File: src/rtl/accum_alu.sv
// Handshaked ADD/SUB/shift-add MUL/accumulate unit with carry and overflow flags.
// Define ACCUM_SAT_EN to saturate the accumulator instead of wrapping it.
module accum_alu #(
  parameter int WIDTH     = 4,
  parameter int ACC_WIDTH = 2*WIDTH
) (
  input  logic                 clk,
  input  logic                 rst_n,
  input  logic                 in_valid,
  output logic                 in_ready,
  input  logic [1:0]           op,
  input  logic [WIDTH-1:0]     a,
  input  logic [WIDTH-1:0]     b,
  output logic                 out_valid,
  input  logic                 out_ready,
  output logic [ACC_WIDTH-1:0] result,
  output logic                 carry,
  output logic                 overflow,
  output logic                 busy
);

  localparam int CW = $clog2(WIDTH + 1);

  typedef enum logic [1:0] {
    IDLE = 2'd0,
    MUL  = 2'd1,
    DONE = 2'd2
  } state_t;

  typedef enum logic [1:0] {
    OP_ADD = 2'b00,
    OP_SUB = 2'b01,
    OP_MUL = 2'b10,
    OP_ACC = 2'b11
  } op_t;

  state_t               state_q, state_d;
  logic [ACC_WIDTH-1:0] acc_q, acc_d;
  logic [ACC_WIDTH-1:0] result_q, result_d;
  logic                 carry_q, carry_d;
  logic                 overflow_q, overflow_d;
  logic [ACC_WIDTH-1:0] mcand_q, mcand_d;
  logic [WIDTH-1:0]     mplier_q, mplier_d;
  logic [CW-1:0]        cnt_q, cnt_d;

  logic                 accept;
  logic [WIDTH:0]       add_sum;
  logic [WIDTH-1:0]     sub_diff;
  logic [ACC_WIDTH:0]   acc_sum;
  logic [ACC_WIDTH-1:0] acc_next;

  assign in_ready  = (state_q == IDLE);
  assign out_valid = (state_q == DONE);
  assign busy      = (state_q == MUL);
  assign accept    = in_valid & in_ready;
  assign result    = result_q;
  assign carry     = carry_q;
  assign overflow  = overflow_q;

  // Datapath values for the single-cycle ops, evaluated straight off the inputs
  always_comb begin
    add_sum  = {1'b0, a} + {1'b0, b};
    sub_diff = a - b;
    acc_sum  = {1'b0, acc_q} + {{(ACC_WIDTH+1-WIDTH){1'b0}}, a};
`ifdef ACCUM_SAT_EN
    acc_next = acc_sum[ACC_WIDTH] ? {ACC_WIDTH{1'b1}} : acc_sum[ACC_WIDTH-1:0];
`else
    acc_next = acc_sum[ACC_WIDTH-1:0];
`endif
  end

  always_comb begin
    state_d    = state_q;
    acc_d      = acc_q;
    result_d   = result_q;
    carry_d    = carry_q;
    overflow_d = overflow_q;
    mcand_d    = mcand_q;
    mplier_d   = mplier_q;
    cnt_d      = cnt_q;
    unique case (state_q)
      IDLE: begin
        if (accept) begin
          unique case (op_t'(op))
            OP_ADD: begin
              result_d   = ACC_WIDTH'(add_sum);
              carry_d    = add_sum[WIDTH];
              overflow_d = 1'b0;
              state_d    = DONE;
            end
            OP_SUB: begin
              result_d   = ACC_WIDTH'(sub_diff);
              carry_d    = (a < b);
              overflow_d = 1'b0;
              state_d    = DONE;
            end
            OP_MUL: begin
              // result_q doubles as the partial product; out_valid is low meanwhile
              result_d   = '0;
              mcand_d    = ACC_WIDTH'(a);
              mplier_d   = b;
              cnt_d      = '0;
              carry_d    = 1'b0;
              overflow_d = 1'b0;
              state_d    = MUL;
            end
            OP_ACC: begin
              if (b[0]) begin
                acc_d      = ACC_WIDTH'(a);
                overflow_d = 1'b0;
              end else begin
                acc_d      = acc_next;
                overflow_d = acc_sum[ACC_WIDTH];
              end
              result_d = b[0] ? ACC_WIDTH'(a) : acc_next;
              carry_d  = 1'b0;
              state_d  = DONE;
            end
            default: state_d = IDLE;
          endcase
        end
      end
      MUL: begin
        if (mplier_q[0]) result_d = result_q + mcand_q;
        mcand_d  = mcand_q << 1;
        mplier_d = mplier_q >> 1;
        cnt_d    = cnt_q + 1'b1;
        if (cnt_q == CW'(WIDTH - 1)) state_d = DONE;
      end
      DONE: begin
        if (out_ready) state_d = IDLE;
      end
      default: state_d = IDLE;
    endcase
  end

  always_ff @(posedge clk or negedge rst_n) begin
    if (!rst_n) begin
      state_q    <= IDLE;
      acc_q      <= '0;
      result_q   <= '0;
      carry_q    <= 1'b0;
      overflow_q <= 1'b0;
      mcand_q    <= '0;
      mplier_q   <= '0;
      cnt_q      <= '0;
    end else begin
      state_q    <= state_d;
      acc_q      <= acc_d;
      result_q   <= result_d;
      carry_q    <= carry_d;
      overflow_q <= overflow_d;
      mcand_q    <= mcand_d;
      mplier_q   <= mplier_d;
      cnt_q      <= cnt_d;
    end
  end

endmodule
File: config.mk
export PLATFORM = sky130hd
export DESIGN_NAME = accum_alu
export DESIGN_NICKNAME = d
export VERILOG_FILES = /design/src/rtl/accum_alu.sv
export SDC_FILE = /design/constraint.sdc
export NUM_CORES = 1
export LEC_CHECK = 0
export ABC_CLOCK_PERIOD_IN_PS = 1700
export BUFFER_PORTS_ARGS = -buffer_cell sky130_fd_sc_hd__buf_2
export CAP_MARGIN = 10
export CORE_MARGIN = 1
export CORE_UTILIZATION = 35
export DETAILED_ROUTE_END_ITERATION = 12
export PLACE_DENSITY = 0.63
export REMOVE_ABC_BUFFERS = 1
export SYNTH_ARGS = -nofsm -noshare
export SYNTH_HDL_FRONTEND = slang
export SYNTH_SLANG_ARGS = --single-unit
File: constraint.sdc
create_clock -name clk -period 1.7 [get_ports clk]
set_input_delay 0.085 -clock clk [delete_from_list [all_inputs] [get_ports clk]]
set_output_delay 0.085 -clock clk [all_outputs]
set_load 0.05 [all_outputs]
==> results.cfg, run 1 <==
[clock_network]
insertion_delay_ns = 0.29
clkSinkCount = 35
htreeDepth = 2
cts_buffer_depth = 2
cts_buffers = 5
cts_tree = done
cts_root_buf = clkbuf_8
cts.clk_slew.worst_paths_ns = 0.07

[yosys]
yosysUniqueCellTypes = 43
ys_seq_area_frac = 0.3568
synth-edff-count = 0
avgSynthCellArea_sq_um = 8.767
ys_seq_elements = 35
synth.area.top_cells = dfrtp_1 36%, ha_1 11%, nand2_1 6.6%
synth_warnings = 0
synth_commonest_cells = 43 x nand2_1, 35 x dfrtp_1, 28 x o21ai_1, 22 x nor2_1, 21 x ha_1
netlist.area_leader.share = 0.3568
synth_cells = 280
post-synth-top-count-cell = nand2_1
yosys.area.top_type = dfrtp_1
synth.cell_area_sq_um = 2455
synthArstFlopShare = 1.000
synth_flop_cell = dfrtp_1

[worst_setup_path]
worstPathArrival_ns = 2.09
slowest_stage = dfrtp_1
required_ns = 1.90
worstSetupPathType = reg2reg
path_cells = ha_4 > fa_2 > a21o_1 > a21oi_2 > buf_6 > nor2_2 > xnor2_1 > o211ai_1
path_max_fanout = 5
slowest_delay_ns = 0.42
rrSetupSlack_ns = -0.19
startpoint_type = flip-flop
worst_setup_path_end_kind = flip-flop

[global_routing]
globalRouteTotalUtil = 0.1839
grt_pass1_wl_microns = 10410
grt_pass1_vias = 2189
antenna_found_initial = 0
overflow = 0
grt_max_degree = 36

[layout]
n_fill_cell = 656
syn_to_final_growth_pct = 34.10
regArea_sq_um = 875.8
final_cell_area_sq_um = 3292
final_core_util = 0.4845
final_nets = 390
fin_cells = 448
antenna_cells = 0
drive_above_1_share = 0.3267
multi_input_area_sq_um = 1608

[place]
gp_congestion = 0.8292
place_area_sq_um = 2977
hpwl_microns = 4653
portBuffers = 26
dp_cells = 432

[timing]
period_needed_ns = 1.886
skew_ns = 0.01130
setup_viol = 10
maxSlewHeadroom = 0.6935
hold_viol = 0
setup_slack_ns = -0.1864
slew_violations = 0
period_share = 1.110
worst_pin_slew_ns = 0.4597
max_freq_mhz = 530.1
rsz0062_at_grt = yes

[floorplan]
rows = 30
dieArea_sq_um = 7353
fp.dieH_microns = 85.75
fp.dieW_microns = 85.75
num_io_pins = 27
initial_utilization = 0.3613
fp.coreArea_sq_um = 6794

[status]
status = complete, but fails checks
violations = setup timing

[power]
p_per_area_nw_per_um2 = 1612
power.leakage_nw = 1.544
max-vdd-ir-drop_uv = 466.9

[route]
first_pass_iters = 4
ant_nets = 0
wl_per_cell_microns = 13.94
drt_iter0_drc = 89
drt-total-wl_microns = 6243
post_drt_via_cell_ratio = 4.975
vias = 2229
drc_errors = 0

[hold_path]
min_path_type = in2reg

[run]
drv_cap = 0
==> kinds of logic (layout without fill, tap and decap cells) <==
| family | after synthesis | count (layout) | share of synthesized area |
|---|---|---|---|
| DFF | 35 | 35 | 0.3568 |
| AOI/OAI and AO/OA | 78 | 78 | 0.1901 |
| muxes | 13 | 13 | 0.05301 |
| adders and majority gates | 25 | 25 | 0.1397 |
| and+or+nand+nor | 91 | 91 | 0.1738 |
| xor gates and xnor gates | 10 | 10 | 0.03568 |
| buffers and inverters | 28 | 100 | 0.05097 |
==> layout make-up <==
class	count	share of cell area
Inverter	17	0.01938
Clock inverter	1	0.001520
Clock buffer	7	0.02319
Multi-Input combinational cell	217	0.4884
Timing Repair Buffer	75	0.1650
Tap cell	96	0.03649
Sequential cell	35	0.2661
==> layout by cell type (no fill, tap or decap), types with 7 or more instances in the layout <==
cell type,count
a21oi_1,12
a21oi_2,7
buf_2,25
buf_4,43
dfrtp_1,35
ha_1,16
inv_1,13
mux2i_1,12
nand2_1,41
nor2_1,20
o21ai_1,26
==> critical path: cells and delay by family (launching register included) <==
family | cells | cell delay [ns]
AND/OR/NAND/NOR | 1 | 0.05
AO/OA/AOI/OAI | 3 | 0.50
XOR/XNOR | 1 | 0.12
flip-flops | 1 | 0.42
buffers and inverters | 1 | 0.14
adder cells (fa/ha/maj) | 2 | 0.57
==> layer usage <==
metal  wire length, microns  track usage  share of wire
met1                   2902       0.2418           0.46
met2                   2995       0.3047           0.48
met3                    250      0.03657          0.040
met4                     95      0.05909          0.015
met5                      0            0              0
==> where the power goes <==
| part | switching (mW) | internal (mW) |
|---|---|---|
| Sequential | 0.281 | 1.15 |
| Combinational | 1.80 | 1.48 |
| Clock | 0.309 | 0.288 |
| Total | 2.39 | 2.91 |
==> through the flow <==
step	hold slack (ns)	power, mW	setup slack, ns	TNS [ns]
2_1_floorplan	-0.2106	3.158	-0.4878	-4.221
3_3_place_gp	0.1621	4.197	-0.2119	-1.106
3_5_place_dp	0.1588	4.244	-0.2360	-1.304
4_1_cts	0.09615	4.989	-0.1850	-0.5819
5_1_grt	0.1255	5.710	-0.2635	-1.773
6_report	0.09901	5.307	-0.1864	-0.9125
==> registers in the layout, indices dropped and copies added (netlist names) <==
| signal | cells |
|---|---|
| acc_q | 8 |
| carry | 1 |
| cnt_q | 3 |
| mcand_q | 8 |
| mplier_q | 4 |
| overflow | 1 |
| result | 8 |
| state_q | 2 |
==> final timing paths <==
| kind | from | endpoint | cells past startpoint |
|---|---|---|---|
| max | acc_q[0] | result[6] | 8 |
| min | op[1] | carry | 2 |
| max reg2reg | acc_q[0] | result[6] | 8 |
| min reg2reg | acc_q[3] | acc_q[3] | 2 |
| max in group asynchronous | rst_n | acc_q[0] | 3 |
| min in group asynchronous | rst_n | cnt_q[1] | 3 |
==> what timing repair did <==
| item | 4_1_cts | 5_1_grt |
|---|---|---|
| resized for setup | 14 | 25 |
| endpoints found under the setup margin | 11 | 14 |
| pin swaps | 18 | 22 |
| cloned | 0 | 0 |
| hold endpoints to repair | 35 | 0 |
| hold buffers | 1 | 0 |
| buffers inserted | 3 | 5 |
Power figures use the tool's default switching activity.
==> run 2, diff against run 1 <==
Settings changed: CTS_BUF_LIST set to sky130_fd_sc_hd__clkbuf_8.
==> run 2 against run 1 <==
Critical endpoint is now result[2]. Core utilization is 0.35 points higher. Sequential cell count unchanged. Sequential share of layout area decreased by 0.19 points. Non-clock buffer count up 1. The run still ends with setup timing left.
==> results.cfg, run 2 (same netlist as run 1, synthesis figures left out) <==
[timing]
period_needed_ns = 1.909
slew_violations = 0
whs_ns = 0.1074
maxSlewHeadroom = 0.6909
max_freq_mhz = 523.8
setup_slack_ns = -0.2090
period_share = 1.123
worst_pin_slew_ns = 0.4637
rsz0062_at_grt = yes
hold_viol = 0
setup_viol = 9
skew_ns = 0.01149

[global_routing]
overflow = 0
antenna_found_initial = 0
grtUsageMet2 = 0.3040
globalRouteTotalUtil = 0.1837
met1_usage = 0.2418
grt_pass1_wl_microns = 10400
grt.met3_usage = 0.03657
grt_max_degree = 36
grt_pass1_vias = 2183
grt.busiest_layer = met2

[worst_setup_path]
r2r_start = acc_q[0]
worstSetupPathType = reg2reg
worstPathArrival_ns = 2.13
cp_num_buf_inv = 1
worst_setup_path_end_kind = flip-flop
rrSetupSlack_ns = -0.21
rr_endpoint = result[2]
startpoint_type = flip-flop
slowest_stage = dfrtp_1
path_cells = ha_2 > fa_2 > buf_6 > xnor2_4 > nor2_2 > a21oi_2 > o22ai_1 > a21oi_1 > o21ai_1
slowest_delay_ns = 0.39
r2r_cells = 9
path_delay_family = adder cells
required_ns = 1.93
path_max_fanout = 2

[route]
vias = 2228
drc_errors = 0
ant_nets = 0
first_pass_iters = 5
wl_per_cell_microns = 14.16
drt_iter0_drc = 103
post_drt_via_cell_ratio = 4.962
drt-total-wl_microns = 6356

[layout]
final_nets = 391
final_cell_mix = 43 x buf_4, 42 x nand2_1, 35 x dfrtp_1
mostFrequentLayoutCell = buf_4
fin_cells = 449
antenna_cells = 0
syn_to_final_growth_pct = 35.07
drive_above_1_share = 0.3286
n_fill_cell = 648

[floorplan]
dieArea_sq_um = 7353
fp.coreArea_sq_um = 6794
fp.dieW_microns = 85.75
fp.dieH_microns = 85.75
rows = 30
initial_utilization = 0.3613
num_io_pins = 27

[place]
dp_cells = 432
place_ws_ns = -0.2360
hpwl_microns = 4653
gp_congestion = 0.8292
portBuffers = 26

[hold_path]
hold_end = carry
min_from = op[1]
min_path_type = in2reg
hold_path_depth = 2

[clock_network]
cts_tree = done
cts.clk_slew.worst_paths_ns = 0.08
insertion_delay_ns = 0.29
htreeDepth = 2
cts_buffer_depth = 2
clkSinkCount = 35
cts_buffers = 5
cts_root_buf = clkbuf_8

[power]
p_per_area_nw_per_um2 = 1621
power.leakage_nw = 1.562
max-vdd-ir-drop_uv = 465.4

[run]
drv_cap = 0

[status]
violations = setup timing
status = complete, but fails checks
[run 2: cell types whose count changed in the layout (fill, tap and decap cells not counted)]
cell      previous run  this run
inv_1               13        15
nand2_1             41        42
a21oi_1             12        11
a21oi_2              7         8
xnor2_4              0         1
xnor2_2              3         2
clkbuf_1             2         0
buf_6                4         5
nand2_2              2         1
[run 2: repair_timing]
action | 4_1_cts | 5_1_grt
hold buffers | 1 | 0
buffers inserted | 4 | 5
gates resized for setup | 16 | 25
pin swaps | 20 | 25
setup endpoints to repair | 11 | 14
endpoints found under the hold margin | 35 | 0
[run 2: final cells by class]
type | instances | area [sq um] | area share
Tap cell | 96 | 120.1 | 0.03623
Clock buffer | 5 | 68.82 | 0.02075
Sequential cell | 35 | 875.8 | 0.2642
Clock inverter | 3 | 12.51 | 0.003774
Timing Repair Buffer | 76 | 554.3 | 0.1672
Multi-Input combinational cell | 217 | 1620 | 0.4887
Inverter | 17 | 63.81 | 0.01925
[run 2: worst max-delay path by stage]
stage | start | endpoint | slack, ns | depth (start not counted)
2_1_floorplan | result[3] | result[7] | -0.49 | 7
3_3_place_gp | result[0] | result[4] | -0.21 | 8
3_5_place_dp | result[1] | result[7] | -0.24 | 7
4_1_cts | result[1] | result[7] | -0.19 | 7
5_1_grt | result[1] | result[7] | -0.26 | 7
6_report | acc_q[0] | result[2] | -0.21 | 9
[run 2: through the flow]
| stage | setup TNS, ns | power [mW] | area [sq um] | util |
|---|---|---|---|---|
| after floorplan | -4.221 | 3.158 | 2394 | - |
| after global placement | -1.106 | 4.197 | 2977 | 0.4381 |
| after detailed placement | -1.304 | 4.244 | 2977 | 0.4381 |
| after CTS | -0.6496 | 5.000 | 3154 | 0.4643 |
| after global routing | -1.908 | 5.773 | 3316 | 0.4880 |
| final | -0.9611 | 5.374 | 3316 | 0.4880 |
[run 2: layer usage]
layer	vias up	part of all wire
met5	-	0
met4	0	0.014
met3	10	0.029
met2	36	0.48
met1	1065	0.47
li1	1117	-
[run 2: worst register-to-register path: cells and delay by family, from the launching register on]
family | cells | cell delay [ns]
adder cells (fa/ha/maj) | 2 | 0.58
buffers and inverters | 1 | 0.14
XOR/XNOR | 1 | 0.12
flip-flops | 1 | 0.39
AND/OR/NAND/NOR | 1 | 0.15
AO/OA/AOI/OAI | 4 | 0.47
[run 2: where the power goes]
part | switching (mW) | total, mW | internal, mW
Clock | 0.314 | 0.590 | 0.276
Sequential | 0.281 | 1.43 | 1.15
Combinational | 1.83 | 3.35 | 1.52
Total | 2.42 | 5.37 | 2.95
